<file path="src/rtl/uart_tx_arbiter_if.sv">
// Requester/transmitter bundle for the packet arbiter.
// The master side is the requesters plus the transmitter; the slave side is the arbiter.
interface uart_tx_arbiter_if #(
   parameter int NUM_REQ = 4
);
   logic [NUM_REQ-1:0]      req_valid;
   logic [NUM_REQ-1:0][7:0] req_data;   // byte i at bits [8i+7:8i]
   logic [NUM_REQ-1:0]      req_last;
   logic [NUM_REQ-1:0]      req_ready;
   logic [NUM_REQ-1:0]      grant;
   logic                    tx_start;
   logic [7:0]              tx_data;
   logic                    tx_busy;
   logic                    busy;
   logic                    pkt_done;
   logic                    overflow;

   modport master (
      output req_valid, req_data, req_last, tx_busy,
      input  req_ready, grant, tx_start, tx_data, busy, pkt_done, overflow
   );

   modport slave (
      input  req_valid, req_data, req_last, tx_busy,
      output req_ready, grant, tx_start, tx_data, busy, pkt_done, overflow
   );
endinterface

</file>
<file path="src/rtl/uart_tx_arbiter.sv">
// Round-robin packet arbiter in front of a single uart_tx.
// One owner at a time, held for a whole packet; one tx_start per byte,
// paced by the transmitter's busy rise/fall.
module uart_tx_arbiter #(
   parameter int NUM_REQ   = 4,
   parameter int MAX_BYTES = 64
) (
   input  logic            clock,
   input  logic            reset,
   uart_tx_arbiter_if.slave bus
);
   localparam int PTR_W = (NUM_REQ > 1) ? $clog2(NUM_REQ) : 1;
   localparam int CNT_W = $clog2(MAX_BYTES + 1);

   typedef enum logic [1:0] {
      S_IDLE,
      S_LOAD,
      S_WAIT_RISE,
      S_WAIT_FALL
   } state_e;

   state_e               state_q, state_d;
   logic [NUM_REQ-1:0]   grant_q, grant_d;
   logic [NUM_REQ-1:0]   req_ready_q, req_ready_d;
   logic [PTR_W-1:0]     ptr_q, ptr_d;
   logic [PTR_W-1:0]     gidx_q, gidx_d;
   logic [CNT_W-1:0]     cnt_q, cnt_d;
   logic                 last_q, last_d;
   logic                 tx_start_q, tx_start_d;
   logic [7:0]           tx_data_q, tx_data_d;
   logic                 pkt_done_q, pkt_done_d;
   logic                 overflow_q, overflow_d;

   logic                 found_hi;
   logic [PTR_W-1:0]     idx_hi, idx_lo;
   logic                 pick_found;
   logic [PTR_W-1:0]     pick_idx;
   logic [PTR_W-1:0]     gidx_next;

   // Round-robin pick: lowest set request at or above the pointer, else lowest overall (wrap)
   always_comb begin
      found_hi = 1'b0;
      idx_hi   = '0;
      idx_lo   = '0;
      for (int j = NUM_REQ - 1; j >= 0; j--) begin
         if (bus.req_valid[j]) begin
            idx_lo = PTR_W'(j);
            if (PTR_W'(j) >= ptr_q) begin
               found_hi = 1'b1;
               idx_hi   = PTR_W'(j);
            end
         end
      end
      pick_found = |bus.req_valid;
      pick_idx   = found_hi ? idx_hi : idx_lo;
   end

   // Pointer moves past the releasing owner so it becomes lowest priority
   assign gidx_next = (gidx_q == PTR_W'(NUM_REQ - 1)) ? '0 : gidx_q + 1'b1;

   // Next-state and registered-pulse computation
   always_comb begin
      state_d     = state_q;
      grant_d     = grant_q;
      gidx_d      = gidx_q;
      ptr_d       = ptr_q;
      cnt_d       = cnt_q;
      last_d      = last_q;
      tx_data_d   = tx_data_q;
      tx_start_d  = 1'b0;
      req_ready_d = '0;
      pkt_done_d  = 1'b0;
      overflow_d  = 1'b0;
      case (state_q)
         S_IDLE: begin
            if (pick_found) begin
               grant_d = NUM_REQ'(1) << pick_idx;
               gidx_d  = pick_idx;
               state_d = S_LOAD;
            end
         end
         S_LOAD: begin
            // Owner stalls here indefinitely if its valid drops; also waits out a busy transmitter
            if (bus.req_valid[gidx_q] && !bus.tx_busy) begin
               tx_start_d  = 1'b1;
               tx_data_d   = bus.req_data[gidx_q];
               req_ready_d = grant_q;
               last_d      = bus.req_last[gidx_q];
               cnt_d       = cnt_q + 1'b1;
               state_d     = S_WAIT_RISE;
            end
         end
         S_WAIT_RISE: begin
            if (bus.tx_busy) state_d = S_WAIT_FALL;
         end
         S_WAIT_FALL: begin
            if (!bus.tx_busy) begin
               if (last_q || (cnt_q == CNT_W'(MAX_BYTES))) begin
                  // last wins over the length guard when both hold
                  pkt_done_d = last_q;
                  overflow_d = !last_q;
                  grant_d    = '0;
                  ptr_d      = gidx_next;
                  cnt_d      = '0;
                  last_d     = 1'b0;
                  state_d    = S_IDLE;
               end else begin
                  state_d = S_LOAD;
               end
            end
         end
         default: state_d = S_IDLE;
      endcase
   end

   // State and output registers with synchronous reset
   always_ff @(posedge clock) begin
      if (reset) begin
         state_q     <= S_IDLE;
         grant_q     <= '0;
         gidx_q      <= '0;
         ptr_q       <= '0;
         cnt_q       <= '0;
         last_q      <= 1'b0;
         tx_data_q   <= '0;
         tx_start_q  <= 1'b0;
         req_ready_q <= '0;
         pkt_done_q  <= 1'b0;
         overflow_q  <= 1'b0;
      end else begin
         state_q     <= state_d;
         grant_q     <= grant_d;
         gidx_q      <= gidx_d;
         ptr_q       <= ptr_d;
         cnt_q       <= cnt_d;
         last_q      <= last_d;
         tx_data_q   <= tx_data_d;
         tx_start_q  <= tx_start_d;
         req_ready_q <= req_ready_d;
         pkt_done_q  <= pkt_done_d;
         overflow_q  <= overflow_d;
      end
   end

   assign bus.grant     = grant_q;
   assign bus.busy      = |grant_q;
   assign bus.req_ready = req_ready_q;
   assign bus.tx_start  = tx_start_q;
   assign bus.tx_data   = tx_data_q;
   assign bus.pkt_done  = pkt_done_q;
   assign bus.overflow  = overflow_q;
endmodule

</file>
<file path="src/flat_wrapper.sv">
// flat-port wrapper written by rule: the top's interface ports become plain ports
module uart_tx_arbiter_flat 
#(
   parameter int NUM_REQ   = 4,
   parameter int MAX_BYTES = 64
)
  (clock, reset, bus_req_valid, bus_req_data, bus_req_last, bus_tx_busy, bus_req_ready, bus_grant, bus_tx_start, bus_tx_data, bus_busy, bus_pkt_done, bus_overflow);
  uart_tx_arbiter_if #(.NUM_REQ(NUM_REQ)) bus_i ();
  input  logic clock;
  input  logic reset;
  input wire logic [$bits(bus_i.req_valid)-1:0] bus_req_valid;
  input wire logic [$bits(bus_i.req_data)-1:0] bus_req_data;
  input wire logic [$bits(bus_i.req_last)-1:0] bus_req_last;
  input wire logic [$bits(bus_i.tx_busy)-1:0] bus_tx_busy;
  output wire logic [$bits(bus_i.req_ready)-1:0] bus_req_ready;
  output wire logic [$bits(bus_i.grant)-1:0] bus_grant;
  output wire logic [$bits(bus_i.tx_start)-1:0] bus_tx_start;
  output wire logic [$bits(bus_i.tx_data)-1:0] bus_tx_data;
  output wire logic [$bits(bus_i.busy)-1:0] bus_busy;
  output wire logic [$bits(bus_i.pkt_done)-1:0] bus_pkt_done;
  output wire logic [$bits(bus_i.overflow)-1:0] bus_overflow;
  assign bus_i.req_valid = bus_req_valid;
  assign bus_i.req_data = bus_req_data;
  assign bus_i.req_last = bus_req_last;
  assign bus_i.tx_busy = bus_tx_busy;
  assign bus_req_ready = bus_i.req_ready;
  assign bus_grant = bus_i.grant;
  assign bus_tx_start = bus_i.tx_start;
  assign bus_tx_data = bus_i.tx_data;
  assign bus_busy = bus_i.busy;
  assign bus_pkt_done = bus_i.pkt_done;
  assign bus_overflow = bus_i.overflow;
  uart_tx_arbiter #(.NUM_REQ(NUM_REQ), .MAX_BYTES(MAX_BYTES)) u_core (.clock(clock), .reset(reset), .bus(bus_i));
endmodule
</file>
<file path="config.mk">
export PLATFORM = sky130hd
export DESIGN_NAME = uart_tx_arbiter_flat
export DESIGN_NICKNAME = d
export VERILOG_FILES = /design/src/rtl/uart_tx_arbiter_if.sv /design/src/rtl/uart_tx_arbiter.sv /design/src/flat_wrapper.sv
export SDC_FILE = /design/constraint.sdc
export NUM_CORES = 1
export LEC_CHECK = 0
export ABC_AREA = 0
export BUFFER_PORTS_ARGS = -buffer_cell sky130_fd_sc_hd__buf_2
export CELL_PAD_IN_SITES_DETAIL_PLACEMENT = 0
export CELL_PAD_IN_SITES_GLOBAL_PLACEMENT = 1
export CORE_MARGIN = 2
export CORE_UTILIZATION = 41
export CTS_BUF_LIST = sky130_fd_sc_hd__clkbuf_8
export CTS_CLUSTER_DIAMETER = 80
export DETAILED_ROUTE_END_ITERATION = 12
export PLACE_DENSITY = 0.92
export RECOVER_POWER = 25
export REMOVE_ABC_BUFFERS = 1
export SETUP_SLACK_MARGIN = 0.5
export SLEW_MARGIN = 25
export SYNTH_ARGS = -nofsm -noshare
export SYNTH_HDL_FRONTEND = slang
export SYNTH_SLANG_ARGS = --single-unit
</file>
<file path="constraint.sdc">
create_clock -name clock -period 3.6 [get_ports clock]
set_input_delay 1.08 -clock clock [delete_from_list [all_inputs] [get_ports clock]]
set_output_delay 1.08 -clock clock [all_outputs]
set_load 0.02 [all_outputs]
</file>
==> results of run 1 <==
## per-stage QoR
stage	total power, mW	utilization	hold WS (ps)
6_report	1.09	0.521	495
5_1_grt	1.16	0.521	506
4_1_cts	1.10	0.525	499
3_5_place_dp	0.821	0.505	482
3_3_place_gp	0.814	0.505	468
2_1_floorplan	0.711	-	435
## sequential cells by signal (all words and copies together), names as in the netlist, 2 cells and up
| name | count |
|---|---|
| u_core.bus.req_ready | 4 |
| u_core.bus.grant | 4 |
| u_core.state_q | 2 |
| u_core.cnt_q | 7 |
| u_core.bus.tx_data | 8 |
| u_core.ptr_q | 2 |
| u_core.gidx_q | 2 |
## cell usage in the layout, fill, tap and decap left out, types with 4 or more instances in the layout
cell / netlist / layout
sky130_fd_sc_hd__nand2_1: 9 / 9
sky130_fd_sc_hd__mux4_2: 10 / 10
sky130_fd_sc_hd__o21ai_0: 5 / 5
sky130_fd_sc_hd__ha_1: 8 / 8
sky130_fd_sc_hd__buf_2: 2 / 50
sky130_fd_sc_hd__and3_1: 4 / 4
sky130_fd_sc_hd__dfxtp_1: 33 / 33
sky130_fd_sc_hd__nand3_1: 8 / 8
sky130_fd_sc_hd__clkbuf_8: 0 / 5
sky130_fd_sc_hd__inv_1: 10 / 10
sky130_fd_sc_hd__clkbuf_1: 6 / 12
sky130_fd_sc_hd__a21oi_1: 9 / 9
sky130_fd_sc_hd__a31oi_1: 6 / 6
sky130_fd_sc_hd__a32o_1: 4 / 4
sky130_fd_sc_hd__nor2_1: 20 / 20
sky130_fd_sc_hd__mux2i_1: 12 / 12
## metal layers
layer,part of all wire,vias to the layer above
li1,-,849
met1,0.46,832
met2,0.48,41
met3,0.048,5
met4,0.011,0
met5,0,-
## where the power goes
part / internal, mW / leakage [nW] / switching, mW
registers: 0.400 / 0.267 / 0.0473
logic: 0.166 / 0.592 / 0.200
clock network: 0.133 / 0.0439 / 0.143
total: 0.700 / 0.903 / 0.390
## cell type report
class	instances	area (µm²)
clock buffers	5	68.8
clock inverters	3	17.5
fillers	405	2080
inverters	10	37.5
multi-input cells	141	1120
flip-flops and latches	33	661
well taps	52	65.1
repair buffers	63	303
## path summary, 6_finish.rpt
| kind | endpoint | slack, ps | cells past startpoint |
|---|---|---|---|
| setup / recovery | u_core.state_q[1]$_SDFFE_PP0P_ | 1130 | 4 |
| hold / removal | u_core.bus.tx_data[1]$_SDFFE_PP0P_ | 500 | 2 |
| setup reg to reg | u_core.cnt_q[5]$_SDFFE_PP0P_ | 1300 | 4 |
| hold reg to reg | u_core.bus.tx_data[1]$_SDFFE_PP0P_ | 500 | 2 |
## worst max-delay path, stage by stage
cell and delay, ps:
sky130_fd_sc_hd__clkbuf_1 800, sky130_fd_sc_hd__inv_1 420, sky130_fd_sc_hd__nand4_1 210, sky130_fd_sc_hd__o31ai_1 90
## cells by family after synthesis
| kind of cell | after synthesis | share of synthesized area |
|---|---|---|
| multiplexers | 22 | 0.187 |
| AO/OA/AOI/OAI | 46 | 0.177 |
| adder cells (fa/ha/maj) | 8 | 0.0541 |
| flip-flops | 33 | 0.357 |
| AND/OR/NAND/NOR | 65 | 0.183 |
| buffers and inverters | 19 | 0.0420 |
==> impl_summary.txt, run 1 <==
----------------------------------------------------
[Clock tree]
  Clock tree from TritonCTS ... done
  Clock sink count ... 33
  Post-CTS resize count ... 0
  Clk slew on worst S/H paths ... roughly 70 ps
  Number of buffers between clock root and the deepest sink ... 2
  Number of setup buffers added after CTS ... 0
  Master cell of the clock root buffer ... sky130_fd_sc_hd__clkbuf_8
  CTS Hold Bufs ... 0
  Number of levels the H-tree was split into ... 2
  Clock latency on the worst-skew pair ... a little under 300 ps
  Num CTS Buffers ... 5

[Synthesis]
  Yosys warning count ... 0
  Commonest cells in the synthesized netlist ... 33 x sky130_fd_sc_hd__dfxtp_1, 20 x sky130_fd_sc_hd__nor2_1, 12 x sky130_fd_sc_hd__mux2i_1
  Most area-hungry cell type in the Yosys netlist ... sky130_fd_sc_hd__dfxtp_1
  Flip-flop and latch count after synthesis ... 33
  Post-Synthesis Mean Instance Area ... between 9 and 10 µm²
  Dominant synthesized flop cell ... sky130_fd_sc_hd__dfxtp_1
  Seq/Total Area, Yosys ... 0.357
  Area share of the largest cell type after synthesis ... 0.357
  Count of flip-flops with a built-in enable after synthesis ... 0
  Synth Instances ... a little under 200
  Most common cell in the netlist ... sky130_fd_sc_hd__dfxtp_1
  Number of distinct library cells after synthesis ... 40
  Area contributors post-synth ... sky130_fd_sc_hd__dfxtp_1 36%, sky130_fd_sc_hd__mux4_2 12%, sky130_fd_sc_hd__mux2i_1 6.5%
  Synth async-reset ratio ... 0
  Post-synthesis instance area ... 1850 µm²

[Critical path]
  Required time of the worst setup path ... 3740 ps
  Critical register-to-register path startpoint ... u_core.gidx_q[0]$_SDFFE_PP0P_
  Maximum fanout encountered on the critical timing path ... 24
  Worst Setup End Kind ... register
  Worst Path Arrival ... 2610 ps
  Critical path start-end classification ... in2reg
  Startpoint types ... primary input
  Launching element of the worst setup path ... reset

[Global routing]
  Met2 routing resource usage after global routing ... 0.300
  Number of global-route vias before repair ... 1,633
  Met1 GRT Util ... 0.239
  Combined global-route utilization of all metal layers ... 0.187
  First-pass GRT wire length ... 7440 µm
  Layer carrying the most global-route usage ... met2
  Pin count of the biggest net entering global routing ... 25
  Number of antenna violations at the first check in global routing ... 0
  GR Util met3 ... 0.0499
  Grt ovf ... 0

[Detailed routing]
  Mean number of vias per cell ... between 5 and 6
  DRC violation total after the first TritonRoute iteration ... between 100 and 150
  Detailed-router iteration count before antenna repair ... 4
  Post-route antenna net violation count ... 0
  Total DRC errors in the routed layout ... 0
  Total vias in the final route ... 1,727
  Detailed-route wire length ... between 4000 and 5000 µm
  Avg WL per Cell ... ~14 µm

[Timing]
  Maximum clock frequency ... 0.405 GHz
  Transition time at the pin with the least slew margin ... 1110 ps
  Max-Slew Margin vs Limit ... 0.261
  Unrepaired setup endpoints after global routing ... false
  Final setup fails ... 0
  Fin. Hold Viols ... 0
  Post-route clock skew ... 6.86 ps
  Part of the cycle the worst path needs ... 0.686
  Count of pins over their slew limit ... 0
  Min Tclk post-route ... ~2500 ps
  Worst setup margin ... 1130 ps
  Total negative slack ... 0 ps

[Floorplan]
  Starting Density ... 0.425
  Core Region ... 4350 µm²
  # IOs ... 63
  Rows ... 24
  Chip Width ... 71.2 µm
  Height of the die ... 71.2 µm
  Die Footprint ... 5060 µm²

[Hold path]
  Hold/Removal Path Class ... reg2reg
  Launch instance of the worst min-delay path ... u_core.bus.tx_data[1]$_SDFFE_PP0P_

[Place]
  Worst setup slack after placement ... 906 ps
  Cell Count Post-Placement ... around 300
  Final HPWL from detailed placement ... 3210 µm
  Count of buffers from port buffering ... 62
  Last weighted congestion value of the routability-driven placer ... 0.825
  Cell area after placement ... 2200 µm²

[Pwr]
  Max rail drop VDD ... 0.000262 V
  PD cells ... between 400 and 500 nW/µm²
  Leakage power ... 0.903 nW

[Final layout]
  Fraction of layout cells with a size suffix above 1 ... 0.298
  Count of inserted antenna diode cells ... 0
  Post-layout nets ... 305
  Synthesis-to-finish area growth ... 22.7%
  Final design area excluding fillers ... 2270 µm²
  Number of cells in the finished layout apart from fillers ... around 310

[Run]
  Number of violations of the max-capacitance limit ... 0

[Outcome]
  Outcome ... completed

----------------------------------------------------
(Power assumes the default switching activity.)
==> run 2: changes to the inputs <==
--- a/config.mk
+++ b/config.mk
@@ -10,11 +10,11 @@
 export CELL_PAD_IN_SITES_DETAIL_PLACEMENT = 0
 export CELL_PAD_IN_SITES_GLOBAL_PLACEMENT = 1
 export CORE_MARGIN = 2
-export CORE_UTILIZATION = 41
+export CORE_UTILIZATION = 38
 export CTS_BUF_LIST = sky130_fd_sc_hd__clkbuf_8
 export CTS_CLUSTER_DIAMETER = 80
 export DETAILED_ROUTE_END_ITERATION = 12
-export PLACE_DENSITY = 0.92
+export PLACE_DENSITY = 0.86
 export RECOVER_POWER = 25
 export REMOVE_ABC_BUFFERS = 1
 export SETUP_SLACK_MARGIN = 0.5
==> constraint.sdc (replaced) <==
create_clock -name clock -period 2.3 [get_ports clock]
set_input_delay 0.69 -clock clock [delete_from_list [all_inputs] [get_ports clock]]
set_output_delay 0.69 -clock clock [all_outputs]
set_load 0.02 [all_outputs]
==> impl_summary.txt, run 2 (synthesis results as in run 1) <==
----------------------------------------------------
[Detailed routing]
  DRC violation total after the first TritonRoute iteration ... 106
  Total vias in the final route ... 1,777
  Mean number of vias per cell ... 5.27
  Avg WL per Cell ... 14.3 µm
  Detailed-router iteration count before antenna repair ... 4
  Post-route antenna net violation count ... 0
  Detailed-route wire length ... a little under 5000 µm
  Total DRC errors in the routed layout ... 0

[Final layout]
  Fraction of layout cells with a size suffix above 1 ... 0.415
  Most common cell after layout, fill and taps aside ... sky130_fd_sc_hd__buf_2
  Post-layout nets ... 320
  Most used cells in the layout excluding fill and tap cells ... 49 x sky130_fd_sc_hd__buf_2, 25 x sky130_fd_sc_hd__dfxtp_1, 20 x sky130_fd_sc_hd__nor2_1
  Final cell utilization of the core ... 0.546
  Synthesis-to-finish area growth ... 39.5%
  Count of inserted antenna diode cells ... 0
  Max FFs per register ... 8

[Clock tree]
  Clock tree from TritonCTS ... done
  Number of buffers between clock root and the deepest sink ... 2
  Clock latency on the worst-skew pair ... 290 ps
  Clock sink count ... 33
  Clk slew on worst S/H paths ... 70 ps
  Num CTS Buffers ... 5
  Master cell of the clock root buffer ... sky130_fd_sc_hd__clkbuf_8
  Number of levels the H-tree was split into ... 2
  CTS Hold Bufs ... 0

[Timing]
  Min Tclk post-route ... 1960 ps
  Total negative slack ... 0 ps
  Maximum clock frequency ... 0.511 GHz
  Worst setup margin ... about 340 ps
  Transition time at the pin with the least slew margin ... around 740 ps
  Worst-case hold slack ... 494 ps
  Fin. Hold Viols ... 0
  Max-Slew Margin vs Limit ... 0.509
  Count of pins over their slew limit ... 0
  Final setup fails ... 0
  Part of the cycle the worst path needs ... 0.852
  Unrepaired setup endpoints after global routing ... true
  Post-route clock skew ... 4.01 ps

[Pwr]
  Post-layout total power ... just over 2 mW
  Switching part of the total ... 0.332
  Combinational power share ... 0.383
  Fraction of power consumed by sequential logic ... 0.338
  PD cells ... 781 nW/µm²
  Leakage power ... around 1 nW
  Switching pwr ... between 0.6 and 0.7 mW
  Max rail drop VDD ... 0.000347 V
  Internal Pwr Total ... around 1.3 mW
  Clock network power share ... 0.279

[Run]
  Number of violations of the max-capacitance limit ... 0

[Global routing]
  Combined global-route utilization of all metal layers ... 0.177
  Number of global-route vias before repair ... 1,643
  Pin count of the biggest net entering global routing ... 16
  Grt ovf ... 0
  GR Util met3 ... 0.0425
  Met2 routing resource usage after global routing ... 0.291
  Met1 GRT Util ... 0.220
  Layer carrying the most global-route usage ... met2
  First-pass GRT wire length ... roughly 7400 µm
  Number of antenna violations at the first check in global routing ... 0

[Floorplan]
  Chip Width ... about 74 µm
  Starting Density ... 0.392
  Rows ... 25
  Height of the die ... 73.8 µm
  Die Footprint ... about 5400 µm²
  # IOs ... 63
  Core Region ... 4720 µm²

[Place]
  Last weighted congestion value of the routability-driven placer ... 0.791
  Worst setup slack after placement ... 190 ps
  Final HPWL from detailed placement ... ~3300 µm
  Count of buffers from port buffering ... between 60 and 70

[Critical path]
  Worst Path Arrival ... 1270 ps
  Worst Setup End Kind ... output pin
  Required time of the worst setup path ... 1610 ps
  Critical register-to-register path startpoint ... u_core.cnt_q[2]$_SDFFE_PP0P_
  Launching element of the worst setup path ... u_core.bus.grant[1]$_SDFFE_PP0P_
  Critical path start-end classification ... reg2out
  Worst reg-to-reg path cell count ... 4
  Startpoint types ... register
  Setup slack on the worst flop-to-flop path ... 470 ps
  Endpoint of the worst register-to-register path ... u_core.ptr_q[0]$_SDFFE_PP0P_
  Last element of the critical path ... bus_busy
  Maximum fanout encountered on the critical timing path ... 2

[Hold path]
  Hold/Removal Path Class ... reg2reg

[Outcome]
  Outcome ... completed

----------------------------------------------------
run 2: cell count changes in the layout (fill, tap and decap cells not counted), moves of 2 or more:
cell,delta
sky130_fd_sc_hd__dfxtp_4,+2
sky130_fd_sc_hd__o41ai_2,+2
sky130_fd_sc_hd__o41ai_1,-3
sky130_fd_sc_hd__or4_1,-2
sky130_fd_sc_hd__buf_4,+12
sky130_fd_sc_hd__dfxtp_1,-8
sky130_fd_sc_hd__dfxtp_2,+6
sky130_fd_sc_hd__clkinv_2,-2
sky130_fd_sc_hd__or4_4,+2
sky130_fd_sc_hd__buf_6,+4
run 2: critical path: stages (launching register included):
cell and delay [ps]:
sky130_fd_sc_hd__dfxtp_2 320, sky130_fd_sc_hd__or4_4 520, sky130_fd_sc_hd__buf_6 140
run 2: metal layers:
metal	wire [µm]	vias up	part of all wire
met5	0	-	0
met2	2270	59	0.47
met3	258	8	0.054
met4	99	0	0.021
met1	2190	823	0.45
li1	-	887	-
run 2: through the flow:
| step | std cells | cell area [µm²] |
|---|---|---|
| floorplan | 184 | 1810 |
| global placement | 319 | 2250 |
| detailed placement | 319 | 2250 |
| CTS | 333 | 2490 |
| global route | 337 | 2580 |
| finish | 337 | 2580 |
run 2: final cells by class:
cell class              count  area, µm²
clock buffers               6       82.6
clock inverters             2       33.8
fillers                   459       2140
inverters                  10       37.5
multi-input cells         141       1230
flip-flops and latches     33        676
well taps                  67       83.8
repair buffers             78        433
run 2: how the worst min path moves through the flow:
stage                                       start                                 end  slack, ps  depth (start not counted)
2_1_floorplan          u_core.last_q$_SDFFE_PP0P_      u_core.bus.overflow$_SDFF_PP0_        430                          1
3_3_place_gp   u_core.bus.tx_data[0]$_SDFFE_PP0P_  u_core.bus.tx_data[0]$_SDFFE_PP0P_        470                          2
3_5_place_dp   u_core.bus.tx_data[7]$_SDFFE_PP0P_  u_core.bus.tx_data[7]$_SDFFE_PP0P_        480                          2
4_1_cts        u_core.bus.tx_data[6]$_SDFFE_PP0P_  u_core.bus.tx_data[6]$_SDFFE_PP0P_        500                          2
5_1_grt              u_core.cnt_q[4]$_SDFFE_PP0P_        u_core.cnt_q[4]$_SDFFE_PP0P_        520                          2
6_report       u_core.bus.tx_data[7]$_SDFFE_PP0P_  u_core.bus.tx_data[7]$_SDFFE_PP0P_        490                          2
run 2: power groups by stage:
stage / logic, mW / clock network [mW] / registers [mW]
final: 0.772 / 0.561 / 0.681
after floorplan: 0.381 / 0 / 0.732
after detailed placement: 0.616 / 0 / 0.689
after global placement: 0.609 / 0 / 0.687
after CTS: 0.721 / 0.573 / 0.680
after global routing: 0.844 / 0.593 / 0.691
run 2: timing repair:
| item | in CTS | in global routing |
|---|---|---|
| gates cloned | 1 | 0 |
| resized for setup | 23 | 16 |
| pin swaps | 3 | 9 |
| setup endpoints to repair | 23 | 26 |
| buffers inserted | 5 | 4 |
==> run 3: changes to the inputs <==
--- a/config.mk
+++ b/config.mk
@@ -22,3 +22,4 @@
 export SYNTH_ARGS = -nofsm -noshare
 export SYNTH_HDL_FRONTEND = slang
 export SYNTH_SLANG_ARGS = --single-unit
+export TNS_END_PERCENT = 20
==> constraint.sdc (replaced) <==
create_clock -name clock -period 2.1 [get_ports clock]
set_input_delay 0.63 -clock clock [delete_from_list [all_inputs] [get_ports clock]]
set_output_delay 0.63 -clock clock [all_outputs]
set_load 0.02 [all_outputs]
==> impl_summary.txt, run 3 (synthesis results as in run 1) <==
----------------------------------------------------
[Global routing]
  Number of global-route vias before repair ... 1,647
  Number of antenna violations at the first check in global routing ... 0
  Pin count of the biggest net entering global routing ... 16
  Combined global-route utilization of all metal layers ... 0.174
  First-pass GRT wire length ... 7250 µm
  Grt ovf ... 0

[Floorplan]
  Height of the die ... 73.8 µm
  Rows ... 25
  Core Region ... 4720 µm²
  Chip Width ... 73.8 µm
  Starting Density ... 0.392
  Die Footprint ... roughly 5400 µm²
  # IOs ... 63

[Timing]
  Count of pins over their slew limit ... 0
  Part of the cycle the worst path needs ... 0.906
  Final setup fails ... 0
  Maximum clock frequency ... 0.526 GHz
  Unrepaired setup endpoints after global routing ... true
  Fin. Hold Viols ... 0
  Min Tclk post-route ... 1900 ps
  Max-Slew Margin vs Limit ... 0.659
  Transition time at the pin with the least slew margin ... between 500 and 600 ps
  Post-route clock skew ... 5.97 ps

[Detailed routing]
  Met2 wirelength from detailed routing ... roughly 2300 µm
  Avg WL per Cell ... 14.0 µm
  Total vias in the final route ... 1,796
  DRC violation total after the first TritonRoute iteration ... between 100 and 150
  Met1 routed wirelength after detailed routing ... 2100 µm
  Total DRC errors in the routed layout ... 0
  Detailed-route wire length ... 4800 µm
  Max Used Layer ... met4
  Detailed-router iteration count before antenna repair ... 4
  Met3 routed wirelength ... 312 µm
  Post-route antenna net violation count ... 0
  Mean number of vias per cell ... 5.25

[Hold path]
  Hold/Removal Path Class ... reg2reg

[Clock tree]
  Clock tree from TritonCTS ... done
  CTS Hold Bufs ... 0
  Clock sink count ... 33
  Num CTS Buffers ... 5
  Clock latency on the worst-skew pair ... 280 ps
  Number of buffers between clock root and the deepest sink ... 2
  Clk slew on worst S/H paths ... 70 ps
  Number of levels the H-tree was split into ... 2
  Master cell of the clock root buffer ... sky130_fd_sc_hd__clkbuf_8

[Critical path]
  Critical path start-end classification ... reg2out
  Worst Path Arrival ... roughly 1300 ps
  Maximum fanout encountered on the critical timing path ... 2
  Worst Setup End Kind ... output pin
  Startpoint types ... register
  Required time of the worst setup path ... 1470 ps

[Final layout]
  Synthesis-to-finish area growth ... 41.4%
  Final cell utilization of the core ... 0.554
  Max FFs per register ... 8
  Count of inserted antenna diode cells ... 0
  Post-layout nets ... 325
  Most common cell after layout, fill and taps aside ... sky130_fd_sc_hd__buf_2
  Most used cells in the layout excluding fill and tap cells ... 48 x sky130_fd_sc_hd__buf_2, 28 x sky130_fd_sc_hd__dfxtp_1, 20 x sky130_fd_sc_hd__nor2_1
  Number of cells in the finished layout apart from fillers ... roughly 340
  Fraction of layout cells with a size suffix above 1 ... 0.400

[Place]
  Final HPWL from detailed placement ... 3280 µm
  Count of buffers from port buffering ... just over 60
  Cell Count Post-Placement ... 322
  Last weighted congestion value of the routability-driven placer ... 0.766

[Pwr]
  Max rail drop VDD ... 0.000503 V
  PD cells ... 812 nW/µm²
  Post-layout total power ... 2.12 mW
  Leakage power ... 1.03 nW

[Run]
  Number of violations of the max-capacitance limit ... 0

[Outcome]
  Outcome ... completed

----------------------------------------------------
run 3: what timing repair did:
action	in CTS	in global routing
gates cloned	2	0
setup endpoints to repair	29	31
buffers inserted	6	4
pin swaps	5	4
resized for setup	20	9
run 3: final cells by class:
type,count,area (µm²)
Multi-Input combinational cell,141,1200
Clock inverter,3,17.5
Timing Repair Buffer,83,536
Inverter,10,37.5
Tap cell,67,83.8
Clock buffer,5,68.8
Sequential cell,33,672
Fill cell,416,2110
run 3: report_power, final:
part,internal (mW),switching (mW),total (mW),leakage [nW]
Sequential,0.693,0.0496,0.743,0.270
Combinational,0.465,0.449,0.914,0.720
Clock,0.229,0.238,0.467,0.0439
Total,1.39,0.737,2.12,1.03
run 3: layer usage:
metal / global-route usage / up-vias
met5: 0 / -
met4: 0.0667 / 0
met3: 0.0384 / 4
met2: 0.295 / 65
met1: 0.214 / 837
li1: - / 890
run 3: path summary, 6_finish.rpt:
path	from	end	slack, ps	depth (start not counted)
worst min register to register	u_core.bus.tx_data[6]$_SDFFE_PP0P_	u_core.bus.tx_data[6]$_SDFFE_PP0P_	500	2
worst max-delay path	u_core.bus.grant[0]$_SDFFE_PP0P_	bus_busy	200	2
worst max register to register	u_core.state_q[1]$_SDFFE_PP0P_	u_core.bus.tx_data[3]$_SDFFE_PP0P_	280	9
worst min-delay path	u_core.bus.tx_data[6]$_SDFFE_PP0P_	u_core.bus.tx_data[6]$_SDFFE_PP0P_	500	2
run 3: worst max-delay path, stage by stage (launching register included):
cell	delay, ps
sky130_fd_sc_hd__dfxtp_2	320
sky130_fd_sc_hd__or4_4	530
sky130_fd_sc_hd__buf_6	150
run 3: through the flow:
stage               instance area (µm²)  TNS (ps)  setup WS, ps  hold slack [ps]
floorplan                          1810     -6670          -481              435
global placement                   2290         0          88.0              468
detailed placement                 2290         0          31.1              480
CTS                                2560         0           186              490
global route                       2620         0           165              516
finish                             2620         0           198              500
